**src/rtl/traffic_lanes.sv**
```systemverilog
// traffic_lanes: lane-based traffic generator for the frog game.
// Each lane is an occupancy ring that rotates once every (slow+1) base ticks.
// The base tick period shrinks with the level down to a fixed floor.
// The bit under a queried cell is registered for the collision logic.
module traffic_lanes #(
    parameter int                              NUM_LANES    = 12,
    parameter int                              LANE_WIDTH   = 20,
    parameter logic [23:0]                     BASE_PERIOD  = 24'd4_000_000,
    parameter logic [23:0]                     SPEED_STEP   = 24'd150_000,
    parameter logic [23:0]                     MIN_PERIOD   = 24'd500_000,
    parameter logic [NUM_LANES-1:0]            LANE_DIR     = {NUM_LANES{1'b1}},
    parameter logic [NUM_LANES*2-1:0]          LANE_SLOW    = '0,
    parameter logic [NUM_LANES*LANE_WIDTH-1:0] LANE_PATTERN = '0
) (
    input  logic                              i_Clk,
    input  logic                              i_Rst_n,
    input  logic [4:0]                        i_Level,
    input  logic                              i_Enable,
    input  logic                              i_Load,
    input  logic [3:0]                        i_Query_Lane,
    input  logic [4:0]                        i_Query_Col,
    output logic                              o_Hit,
    output logic                              o_Step,
    output logic [NUM_LANES*LANE_WIDTH-1:0]   o_Occupancy
);

    localparam int OCC_BITS = NUM_LANES * LANE_WIDTH;

    logic [29:0]         level_cost;
    logic [29:0]         period_wide;
    logic [23:0]         period;
    logic [23:0]         period_last;
    logic [23:0]         cnt;
    logic                tick;
    logic [1:0]          sub      [NUM_LANES];
    logic [1:0]          sub_next [NUM_LANES];
    logic [OCC_BITS-1:0] occ;
    logic [OCC_BITS-1:0] occ_next;
    logic                hit_next;
    logic                step;
    logic                hit;

    // Period from the live level; underflow or anything below the floor clamps to the floor.
    // The >= compare lets a shrinking period fire on the next cycle instead of wrapping.
    always_comb begin
        level_cost  = 30'(i_Level) * 30'(SPEED_STEP);
        period_wide = 30'(BASE_PERIOD) - level_cost;
        if ((level_cost > 30'(BASE_PERIOD)) || (period_wide < 30'(MIN_PERIOD))) begin
            period = MIN_PERIOD;
        end else begin
            period = 24'(period_wide);
        end
        period_last = period - 24'd1;
        tick        = i_Enable && (cnt >= period_last);
    end

    // On a base tick each lane either advances its sub-counter or rotates one cell and restarts.
    always_comb begin
        occ_next = occ;
        for (int i = 0; i < NUM_LANES; i++) begin
            sub_next[i] = sub[i];
            if (tick) begin
                if (sub[i] == LANE_SLOW[i*2 +: 2]) begin
                    sub_next[i] = 2'd0;
                    if (LANE_DIR[i]) begin
                        occ_next[i*LANE_WIDTH +: LANE_WIDTH] =
                            {occ[i*LANE_WIDTH +: LANE_WIDTH-1], occ[i*LANE_WIDTH + LANE_WIDTH - 1]};
                    end else begin
                        occ_next[i*LANE_WIDTH +: LANE_WIDTH] =
                            {occ[i*LANE_WIDTH], occ[i*LANE_WIDTH + 1 +: LANE_WIDTH-1]};
                    end
                end else begin
                    sub_next[i] = sub[i] + 2'd1;
                end
            end
        end
    end

    // Cell lookup for the hit query; out-of-range lanes or columns match nothing and read as 0.
    always_comb begin
        hit_next = 1'b0;
        for (int l = 0; l < NUM_LANES; l++) begin
            for (int c = 0; c < LANE_WIDTH; c++) begin
                if ((i_Query_Lane == 4'(l)) && (i_Query_Col == 5'(c))) begin
                    hit_next = occ[l*LANE_WIDTH + c];
                end
            end
        end
    end

    // State registers: reset and load restore the pattern; disable freezes everything but the query.
    always_ff @(posedge i_Clk or negedge i_Rst_n) begin
        if (!i_Rst_n) begin
            occ  <= LANE_PATTERN;
            cnt  <= 24'd0;
            step <= 1'b0;
            hit  <= 1'b0;
            for (int i = 0; i < NUM_LANES; i++) begin
                sub[i] <= 2'd0;
            end
        end else if (i_Load) begin
            occ  <= LANE_PATTERN;
            cnt  <= 24'd0;
            step <= 1'b0;
            hit  <= 1'b0;
            for (int i = 0; i < NUM_LANES; i++) begin
                sub[i] <= 2'd0;
            end
        end else begin
            hit <= hit_next;
            if (!i_Enable) begin
                step <= 1'b0;
            end else begin
                occ  <= occ_next;
                step <= tick;
                cnt  <= tick ? 24'd0 : cnt + 24'd1;
                for (int i = 0; i < NUM_LANES; i++) begin
                    sub[i] <= sub_next[i];
                end
            end
        end
    end

    assign o_Hit       = hit;
    assign o_Step      = step;
    assign o_Occupancy = occ;

endmodule

```
**config.mk**
```make
export PLATFORM = sky130hd
export DESIGN_NAME = traffic_lanes
export DESIGN_NICKNAME = d
export VERILOG_FILES = /design/src/rtl/traffic_lanes.sv
export SDC_FILE = /design/constraint.sdc
export NUM_CORES = 1
export LEC_CHECK = 0
export CAP_MARGIN = 40
export CORE_MARGIN = 4
export CORE_UTILIZATION = 50
export CTS_CLUSTER_SIZE = 40
export DETAILED_ROUTE_END_ITERATION = 12
export DONT_BUFFER_PORTS = 1
export PLACE_DENSITY_LB_ADDON = 0.05
export SETUP_SLACK_MARGIN = 0.2
export SLEW_MARGIN = 20
export SYNTH_ARGS = -nofsm -noshare
export SYNTH_HDL_FRONTEND = slang
export SYNTH_SLANG_ARGS = --single-unit
```
**constraint.sdc**
```tcl
create_clock -name i_Clk -period 4 [get_ports i_Clk]
set_input_delay 0.2 -clock i_Clk [delete_from_list [all_inputs] [get_ports i_Clk]]
set_output_delay 0.2 -clock i_Clk [all_outputs]
set_load 0.01 [all_outputs]
```
==> report_table.html <==
<table>
<tr><th>Metric</th><th>Value</th></tr>
<tr><th colspan="2">Floorplan</th></tr>
<tr><td>Chip Width</td><td>198.6 um</td></tr>
<tr><td>Site row count</td><td>just under 70</td></tr>
<tr><td>Effective utilization at floorplan</td><td>50.84%</td></tr>
<tr><td>Floorplan die height</td><td>between 150 and 200 um</td></tr>
<tr><td>Io pins</td><td>260</td></tr>
<tr><td>Core footprint</td><td>about 36000 um2</td></tr>
<tr><td>Die footprint</td><td>39460 um2</td></tr>
<tr><th colspan="2">Timing</th></tr>
<tr><td>Highest achievable clock rate</td><td>146.0 MHz</td></tr>
<tr><td>Setup total negative slack</td><td>-795.41 ns</td></tr>
<tr><td>Remaining max-slew budget at the tightest pin</td><td>32.56%</td></tr>
<tr><td>Setup-violating endpoint count in the final report</td><td>289</td></tr>
<tr><td>Period Utilization, post-route</td><td>171.3%</td></tr>
<tr><td>Tightest Pin Transition</td><td>between 1 and 1.5 ns</td></tr>
<tr><td>Minimum clock period</td><td>6.851 ns</td></tr>
<tr><td>Hold Fails Final Rpt</td><td>between 300 and 400</td></tr>
<tr><td>Clock tree skew after final layout</td><td>approximately 0.018 ns</td></tr>
<tr><td>PnR worst setup slack</td><td>-2.851 ns</td></tr>
<tr><td>Setup repair after global routing missed its margin</td><td>true</td></tr>
<tr><td>Worst hold slack</td><td>-0.6255 ns</td></tr>
<tr><td>Number of max-slew violations in the final report</td><td>0</td></tr>
<tr><th colspan="2">Detailed routing</th></tr>
<tr><td>Number of remaining DRC errors</td><td>0</td></tr>
<tr><td>Amount of wire on met2 after detailed routing</td><td>roughly 33 mm</td></tr>
<tr><td>Highest metal layer with signal wires</td><td>met4</td></tr>
<tr><td>Number of vias after detailed routing</td><td>18150</td></tr>
<tr><td>DR pass1 iterations</td><td>6</td></tr>
<tr><td>Routed wire per std cell</td><td>24.26 um</td></tr>
<tr><td>Detailed router's first-iteration violation count</td><td>approximately 2000</td></tr>
<tr><td>Sum of met3 wire segment lengths after detailed routing</td><td>approximately 7.3 mm</td></tr>
<tr><td>Average vias per placed instance</td><td>6.476</td></tr>
<tr><td>Post-route met1 wirelength</td><td>25.03 mm</td></tr>
<tr><td>Final antenna-violating net count</td><td>0</td></tr>
<tr><td>Total detailed-routing wirelength</td><td>67.99 mm</td></tr>
<tr><th colspan="2">Power</th></tr>
<tr><td>Power Density</td><td>372.3 nW/um2</td></tr>
<tr><td>Lkg Pwr</td><td>8.997 nW</td></tr>
<tr><td>Post-layout power</td><td>8.190 mW</td></tr>
<tr><td>Maximum resistive drop on vdd</td><td>0.3085 mV</td></tr>
<tr><th colspan="2">CTS</th></tr>
<tr><td>Count of H-tree levels built during CTS</td><td>2</td></tr>
<tr><td>Clock Sinks</td><td>290</td></tr>
<tr><td>Buffer cell driving the clock tree root</td><td>clkbuf_16</td></tr>
<tr><td>Insertion delay of the later-clocked pin in the worst-skew pair</td><td>0.54 ns</td></tr>
<tr><td>Clock-pin slew of the registers on the worst-case setup and hold paths</td><td>0.06 ns</td></tr>
<tr><td>Maximum buffer depth of the clock tree</td><td>3</td></tr>
<tr><td>CTS tree</td><td>built</td></tr>
<tr><td>Num CTS Buffers</td><td>34</td></tr>
<tr><td>Hold_buf cts</td><td>2</td></tr>
<tr><th colspan="2">Cells and area</th></tr>
<tr><td>Layout area overhead</td><td>21.08%</td></tr>
<tr><td>Post-route design area</td><td>22000 um2</td></tr>
<tr><td>Filler instances</td><td>3087</td></tr>
<tr><td>Most common cell after layout, fill and taps aside</td><td>nand2_1</td></tr>
<tr><td>Final Util</td><td>61.56%</td></tr>
<tr><td>Net total in the final layout</td><td>2419</td></tr>
<tr><td>Non-filler instance count after layout</td><td>~2800</td></tr>
<tr><td>Most used cells in the layout excluding fill and tap cells</td><td>nand2_1 (305), a21oi_1 (290), dfrtp_1 (290)</td></tr>
<tr><td>Layout cells sized above 1</td><td>19.43%</td></tr>
<tr><td>Antenna Cells</td><td>0</td></tr>
<tr><th colspan="2">Critical path</th></tr>
<tr><td>Worst-path maximum fanout</td><td>11</td></tr>
<tr><td>Data required time at the worst endpoint</td><td>4.36 ns</td></tr>
<tr><td>Critical path class</td><td>primary input to flip-flop</td></tr>
<tr><td>Cell with the biggest individual delay on the critical path</td><td>fa_2</td></tr>
<tr><td>Maximum cell stage delay along the critical path</td><td>between 0.5 and 0.6 ns</td></tr>
<tr><td>Data arrival, critical path</td><td>7.21 ns</td></tr>
<tr><td>Nature of the critical path startpoint</td><td>primary input</td></tr>
<tr><td>Element type at the critical path end</td><td>flip-flop</td></tr>
<tr><th colspan="2">Run status</th></tr>
<tr><td>Failing checks</td><td>hold timing, setup timing</td></tr>
<tr><td>Run status</td><td>complete, but fails checks</td></tr>
<tr><th colspan="2">Synthesis</th></tr>
<tr><td>Post-Synthesis Mean Instance Area</td><td>8.083 um2</td></tr>
<tr><td>Synth Instances</td><td>2248</td></tr>
<tr><td>Dominant register cell in the synthesized netlist</td><td>dfrtp_1</td></tr>
<tr><td>Seq cells post-synth</td><td>290</td></tr>
<tr><td>Largest cells by area after synthesis</td><td>dfrtp_1 (40%), a21oi_1 (9.7%), nand3_1 (7.6%)</td></tr>
<tr><td>Synth Warn #</td><td>0</td></tr>
<tr><td>EDFF count, synth</td><td>0</td></tr>
<tr><td>Sequential area share after synthesis</td><td>39.94%</td></tr>
<tr><td>Number of distinct library cells after synthesis</td><td>96</td></tr>
<tr><td>Cell accounting for the most synthesized area</td><td>dfrtp_1</td></tr>
<tr><td>Synthesized cell area</td><td>18170 um2</td></tr>
<tr><td>Area fraction of the dominant cell type after synthesis</td><td>39.94%</td></tr>
<tr><td>Post-synth ARST share</td><td>100.0%</td></tr>
<tr><td>Post-Synthesis Net Count</td><td>between 2000 and 2500</td></tr>
<tr><th colspan="2">Place</th></tr>
<tr><td>Post-DP Area</td><td>19430 um2</td></tr>
<tr><td>Quantity of I/O buffers inserted on ports</td><td>0</td></tr>
<tr><td>Setup Slack @ Placement</td><td>-3.398 ns</td></tr>
<tr><td>Post-detailed-placement half-perimeter wirelength</td><td>about 46 mm</td></tr>
<tr><td>Cell Count Post-Placement</td><td>approximately 2700</td></tr>
<tr><td>Final RePlAce weighted congestion</td><td>approximately 0.95</td></tr>
<tr><th colspan="2">Global routing</th></tr>
<tr><td>Vias in the first global route</td><td>approximately 17000</td></tr>
<tr><td>Aggregate global-route resource usage</td><td>approximately 32%</td></tr>
<tr><td>Overflow left after global routing</td><td>0</td></tr>
<tr><td>Largest net degree at the start of global routing</td><td>291</td></tr>
<tr><td>Antenna violations before repair</td><td>0</td></tr>
<tr><td>Global-route wire length before repair</td><td>100.3 mm</td></tr>
<tr><th colspan="2">Flow run</th></tr>
<tr><td>Number of max-cap violations</td><td>0</td></tr>
<tr><th colspan="2">Worst hold path</th></tr>
<tr><td>Worst hold path type</td><td>primary input to asynchronous set/reset pin</td></tr>
</table>
## registers in the layout, indices dropped and copies added, names as in the netlist
register	count
o_Occupancy	240
cnt	24
sub	24
o_Hit	1
o_Step	1
## cells by family (layout without fill, tap and decap cells)
kind of cell | after synthesis | count (layout) | synth area share [%]
AO/OA/AOI/OAI | 616 | 616 | 20.34
XOR/XNOR | 49 | 49 | 2.589
adder cells (fa/ha/maj) | 85 | 85 | 6.183
buffers and inverters | 217 | 311 | 5.268
flip-flops | 290 | 290 | 39.94
multiplexers | 15 | 15 | 0.8469
other | 1 | 1 | 0.02064
AND/OR/NAND/NOR | 975 | 975 | 24.82
## what timing repair did
item,4_1_cts,5_1_grt
endpoints found under the setup margin,289,289
cloned,0,20
resized for setup,29,175
endpoints found under the hold margin,560,557
buffers inserted,1,10
pin swaps,0,33
## per-layer routing
layer / vias up / track usage, %
li1: 8103 / -
met1: 8905 / 41.82
met2: 939 / 52.41
met3: 206 / 7.300
met4: 0 / 12.34
met5: - / 0
## synth_stat cells (all sizes together) (4+ instances only)
| library cell | count |
|---|---|
| a21oi | 355 |
| nand2 | 345 |
| dfrtp | 290 |
| nand3 | 277 |
| nor2 | 191 |
| buf | 80 |
| clkbuf | 77 |
| ha | 77 |
| o21ai | 75 |
| inv | 60 |
| nor3 | 32 |
| xnor2 | 26 |
| nor2b | 23 |
| xor2 | 23 |
| o22ai | 21 |
| a211oi | 19 |
| a22oi | 19 |
| and3 | 19 |
| and2 | 16 |
| a21o | 15 |
| a31oi | 15 |
| nand2b | 15 |
| or2 | 14 |
| mux2i | 12 |
| a221oi | 11 |
| nand4 | 11 |
| o21a | 10 |
| or3 | 9 |
| fa | 8 |
| a32oi | 7 |
| nor4 | 7 |
| o211ai | 7 |
| o221ai | 7 |
| a2111oi | 5 |
| a211o | 4 |
| a221o | 4 |
| a311oi | 4 |
| a32o | 4 |
## report_power, final
| part | switching, mW | total, mW | internal (mW) |
|---|---|---|---|
| registers | 0.00312 | 2.94 | 2.94 |
| clock network | 1.29 | 3.13 | 1.84 |
| logic | 1.09 | 2.12 | 1.02 |
| total | 2.39 | 8.19 | 5.80 |
## worst max-delay path, delay by kind of cell
family	cells	cell delay [ns]
adders and majority gates	6	2.26
and+or+nand+nor	11	1.91
AOI/OAI and AO/OA	8	1.60
buffers and inverters	5	0.72
xor gates and xnor gates	3	0.51
## final cells by class
type	count	area [um2]	area share, %
flip-flops and latches	290	7257	32.98
well taps	461	576.8	2.622
multi-input cells	1741	10740	48.82
clock inverters	13	138.9	0.6313
repair buffers	189	2086	9.480
clock buffers	49	977.2	4.442
inverters	60	225.2	1.024
## worst paths after layout
kind	startpoint	to	slack, ns	cells after the start
min in group i_Clk	i_Load	o_Occupancy[167]	-0.21	1
setup reg to reg	o_Occupancy[86]	o_Hit	0.55	11
hold reg to reg	cnt[23]	cnt[23]	0.55	2
hold / removal	i_Rst_n	o_Occupancy[12]	-0.63	0
max in group asynchronous	i_Rst_n	cnt[14]	4.12	0
setup / recovery	i_Level[4]	o_Occupancy[16]	-2.85	33
No activity file was read; power rests on OpenSTA's default activity.
